### src/rtl/sar_search_ctrl.sv
// Binary-search controller that drives the comparator `s` operand and
// narrows [low, high] from the comparator's gt/lt/eq result each cycle.
module sar_search_ctrl #(
  parameter int unsigned WIDTH = 4
) (
  input  logic             clk,
  input  logic             rst_n,
  input  logic             start,
  input  logic             gt,
  input  logic             lt,
  input  logic             eq,
  output logic [WIDTH-1:0] guess,
  output logic             busy,
  output logic             done,
  output logic             fail,
  output logic [WIDTH-1:0] found,
  output logic [WIDTH-1:0] steps
);

  localparam logic [WIDTH-1:0] MaxVal = {WIDTH{1'b1}};
  localparam logic [WIDTH-1:0] One    = WIDTH'(1);

  typedef enum logic [1:0] {
    IDLE   = 2'd0,
    SEARCH = 2'd1,
    HIT    = 2'd2,
    MISS   = 2'd3
  } state_t;

  state_t           state;
  state_t           stateNext;
  logic [WIDTH-1:0] low;
  logic [WIDTH-1:0] high;
  logic [WIDTH-1:0] lowNext;
  logic [WIDTH-1:0] highNext;
  logic [WIDTH-1:0] guessNext;
  logic [WIDTH-1:0] foundNext;
  logic [WIDTH-1:0] stepsNext;
  logic             busyNext;
  logic             doneNext;
  logic             failNext;

  logic             resEq;
  logic             resGt;
  logic             resLt;
  logic             atHigh;
  logic             atLow;

  // Midpoint at WIDTH+1 bits so b-a and the sum never wrap; result <= b.
  function automatic logic [WIDTH-1:0] midOf(input logic [WIDTH-1:0] a,
                                             input logic [WIDTH-1:0] b);
    logic [WIDTH:0] sum;
    sum = {1'b0, a} + (({1'b0, b} - {1'b0, a}) >> 1);
    return sum[WIDTH-1:0];
  endfunction

  // Only exactly one-hot comparator results are legal.
  assign resEq  = eq & ~gt & ~lt;
  assign resGt  = gt & ~lt & ~eq;
  assign resLt  = lt & ~gt & ~eq;
  assign atHigh = (guess == high);
  assign atLow  = (guess == low);

  // State register.
  always_ff @(posedge clk) begin
    if (!rst_n) state <= IDLE;
    else        state <= stateNext;
  end

  // Next-state selection.
  always_comb begin
    stateNext = state;
    case (state)
      SEARCH: begin
        if (resEq)                 stateNext = HIT;
        else if (resGt && !atHigh) stateNext = SEARCH;
        else if (resLt && !atLow)  stateNext = SEARCH;
        else                       stateNext = MISS;
      end
      default: begin
        if (start) stateNext = SEARCH;
      end
    endcase
  end

  // Next values of the datapath and status registers.
  always_comb begin
    lowNext   = low;
    highNext  = high;
    guessNext = guess;
    foundNext = found;
    stepsNext = steps;
    busyNext  = busy;
    doneNext  = done;
    failNext  = fail;
    case (state)
      SEARCH: begin
        stepsNext = steps + One;
        if (resEq) begin
          foundNext = guess;
          doneNext  = 1'b1;
          busyNext  = 1'b0;
        end else if (resGt && !atHigh) begin
          lowNext   = guess + One;
          guessNext = midOf(guess + One, high);
        end else if (resLt && !atLow) begin
          highNext  = guess - One;
          guessNext = midOf(low, guess - One);
        end else begin
          failNext = 1'b1;
          busyNext = 1'b0;
        end
      end
      default: begin
        if (start) begin
          lowNext   = '0;
          highNext  = MaxVal;
          guessNext = midOf('0, MaxVal);
          stepsNext = '0;
          doneNext  = 1'b0;
          failNext  = 1'b0;
          busyNext  = 1'b1;
        end
      end
    endcase
  end

  // Datapath and status registers.
  always_ff @(posedge clk) begin
    if (!rst_n) begin
      low   <= '0;
      high  <= '0;
      guess <= '0;
      found <= '0;
      steps <= '0;
      busy  <= 1'b0;
      done  <= 1'b0;
      fail  <= 1'b0;
    end else begin
      low   <= lowNext;
      high  <= highNext;
      guess <= guessNext;
      found <= foundNext;
      steps <= stepsNext;
      busy  <= busyNext;
      done  <= doneNext;
      fail  <= failNext;
    end
  end

endmodule

### config.mk
export PLATFORM = sky130hd
export DESIGN_NAME = sar_search_ctrl
export DESIGN_NICKNAME = d
export VERILOG_FILES = /design/src/rtl/sar_search_ctrl.sv
export SDC_FILE = /design/constraint.sdc
export NUM_CORES = 1
export LEC_CHECK = 0
export CORE_MARGIN = 5
export CORE_UTILIZATION = 60
export DETAILED_ROUTE_END_ITERATION = 12
export PLACE_DENSITY_LB_ADDON = 0.05
export SLEW_MARGIN = 40
export SYNTH_ARGS = -nofsm -noshare
export SYNTH_HDL_FRONTEND = slang
export SYNTH_SLANG_ARGS = --single-unit
### constraint.sdc
create_clock -name clk -period 5.9 [get_ports clk]
set_input_delay 0.885 -clock clk [delete_from_list [all_inputs] [get_ports clk]]
set_output_delay 0.885 -clock clk [all_outputs]
set_load 0.01 [all_outputs]
==> metrics.md <==
| Metric | Value |
|---|---|
| Core box area | 2760 µm² |
| H-tree level count | 1 |
| GRT Total Usage | 0.196 |
| Vias | 1,473 |
| Synth warn | 0 |
| Nature of the critical path startpoint | flop |
| Starting Density | 0.626 |
| Initial DRC Count | 93 |
| Std cell rows | 19 |
| #FFs+latches synth | 25 |
| Area growth, synth to finish | 13.5% |
| Number of max-cap violations | 0 |
| CP max FO | 9 |
| Leak pwr | 0.778 nW |
| # IOs | 21 |
| Bufs and invs on worst path | 2 |
| DRC errors left | 0 |
| Dpl cells | 238 |
| GR Overflow Total | 0 |
| CTS root buffer | clkbuf_4 |
| Hold_buf cts | 0 |
| Finished Cell Area | 1960 µm² |
| Worst IR drop on VDD | 226 µV |
| Share of cells above drive strength 1 | 0.0569 |
| Minimum clock period | 3.52 ns |
| # resized after CTS | 0 |
| Mapped Cells | 195 |
| N_diodes | 0 |
| Clk pin slew, worst setup/hold paths | 0.13 ns |
| IO Port Bufs | 20 |
| Worst path max stage delay | 0.53 ns |
| Synth cell types | 41 |
| CTS tree | built |
| Post-Syn Area | 1730 µm² |
| Area after DPL | 1930 µm² |
| Final cell utilization of the core | 0.711 |
| Avg Vias per Cell | 6.09 |
| Post-route antenna net violation count | 0 |
| Drt first pass iters | 4 |
| Final Worst Setup Slack | 2.38 ns |
| Asr flop ratio synth | 0 |
| Worst Clk Skew | 0.00293 ns |
| Setup bufs post-CTS | 0 |
| Unrepaired setup endpoints after global routing | false |
| Register area share after synthesis | 0.290 |
| Max clock buf depth | 2 |
| Crit path top cell by count | xnor2_1 |
| WP data required | 6.13 ns |
| Leading area contributor after synthesis | dfxtp_1 |
| Area occupied by multi-input gates | 1140 µm² |
| Crit share post-route | 0.597 |
| Kind of critical path | flop to flop |
| Total wire length | 3.90 mm |
| Die W | 63.6 µm |
| GP Congestion | 0.886 |
| Top FF cell, synth | dfxtp_1 |
| Worst setup EP type | flop |
| Routed len/inst | 16.1 µm |
| Global-route wire length before repair | 6.58 mm |
| Filler cell count | 220 |
| Final Non-Filler Cells | 242 |
| Post-synthesis net count | 220 |
| Fin. Hold Viols | 0 |
| P per Cell Area | 267 nW/µm² |
| Vias in the first global route | 1,495 |
| DP HPWL | 3.03 mm |
| CP max-delay cell | dfxtp_1 |
| Final setup violation count | 0 |
| Post-Place Worst Slack | 2.46 ns |
| Nets | 237 |
| Full die area | 4050 µm² |
| Number of antenna violations at the first check in global routing | 0 |
| Slew Limit Fails | 0 |
| Worst-Skew Late Latency | 0.31 ns |
| Die height | 63.6 µm |
| Synth top area cells | dfxtp_1 29%, ha_1 11%, xor2_1 6.1% |
| FMAX | 284 MHz |
| Rel. slew slack | 0.470 |
| Clock sink count | 25 |
| Syn_area_per_cell | 8.85 µm² |
| Worst-Margin Slew | 0.794 ns |
| Largest net degree at the start of global routing | 20 |
| CP arrival | 3.76 ns |
| Register Area | 500 µm² |
| Post-synth top area share | 0.290 |
| TritonCTS Buffers | 3 |
| TNS Setup | 0 ns |
| Number of flops mapped to enable cells by yosys | 0 |
| Crit-path cells | inv_1, ha_1, inv_1, fa_1, xnor2_1, xnor2_1, ha_1, a21o_1, a31oi_1, o32ai_1, a221oi_1, xnor2_1, a221oi_2 |
| Type of the worst min-delay path | flop to flop |
| Outcome | complete, no violations |
| Worst path top cell family by delay | adder cells |
Yosys cell counts (3+ instances only):
master	n
a31oi_1	5
fa_1	4
inv_1	12
o21ai_0	8
buf_2	5
nand2b_1	3
xor2_1	12
nand3_1	5
a21oi_1	18
nand2_1	7
nor2_1	22
dfxtp_1	25
xnor2_1	10
mux2i_1	5
a21o_1	5
ha_1	15
nor3_1	3
routing by layer:
metal  vias to the layer above  wire [µm]  GRT usage
met3                         2        294     0.0515
met1                       711       1700      0.245
met5                         -          0          0
li1                        711          -          -
met4                         0          7     0.0312
met2                        49       1900      0.340
stage by stage:
step           hold slack (ns)  total power [mW]
2_1_floorplan            0.458             0.386
3_3_place_gp             0.456             0.435
3_5_place_dp             0.468             0.446
4_1_cts                  0.498             0.524
5_1_grt                  0.520             0.565
6_report                 0.501             0.523
placed cells by master, fill, tap and decap left out, types with 2 or more instances in the layout:
cell	instances
ha_1	15
inv_1	12
a21oi_1	18
a22oi_1	2
and2_1	2
fa_1	4
a21o_1	5
nor2b_1	2
nand2b_1	3
clkdlybuf4s50_1	20
dfxtp_1	25
nand2_1	7
a31oi_1	5
nand3b_1	2
xor2_1	12
a211oi_1	2
o22ai_1	2
nor3_1	3
nor2_1	22
nand3_1	5
clkbuf_4	3
mux2i_1	5
o21ai_0	8
xnor2_1	10
tightest hold or removal path, cell delays in order (launching register included):
cell	delay (ns)
dfxtp_1	0.34
o21ai_0	0.07
a21oi_1	0.06
cell type report:
type	instances	area share
Clock buffer	4	0.0134
Multi-Input combinational cell	149	0.584
Sequential cell	25	0.255
Timing Repair Buffer	20	0.102
Tap cell	31	0.0198
Inverter	13	0.0249
power by group:
part           switching [mW]  internal [mW]
combinational           0.135          0.116
clock                  0.0497         0.0264
sequential             0.0170          0.179
cell families after synthesis:
group	Yosys count	synth area share
xor+xnor	22	0.112
mux	5	0.0290
compound gates	49	0.189
fa+ha+maj	20	0.162
simple gates	53	0.165
buf+inv	21	0.0536
flops	25	0.290
flip-flops by register name, indices dropped and copies added (netlist names):
signal,count
found,4
low,4
guess,4
state,2
done,1
fail,1
busy,1
steps,4
high,4
final timing paths:
path,slack (ns),end,start,cells after the start
setup / recovery,2.38,guess[3]$_SDFFE_PN0P_,guess[0]$_SDFFE_PN0P_,13
hold / removal,0.50,steps[3]$_SDFFE_PN0P_,steps[3]$_SDFFE_PN0P_,2
setup reg to reg,2.38,guess[3]$_SDFFE_PN0P_,guess[0]$_SDFFE_PN0P_,13
hold reg to reg,0.50,steps[3]$_SDFFE_PN0P_,steps[3]$_SDFFE_PN0P_,2
Power figures use the tool's default switching activity.
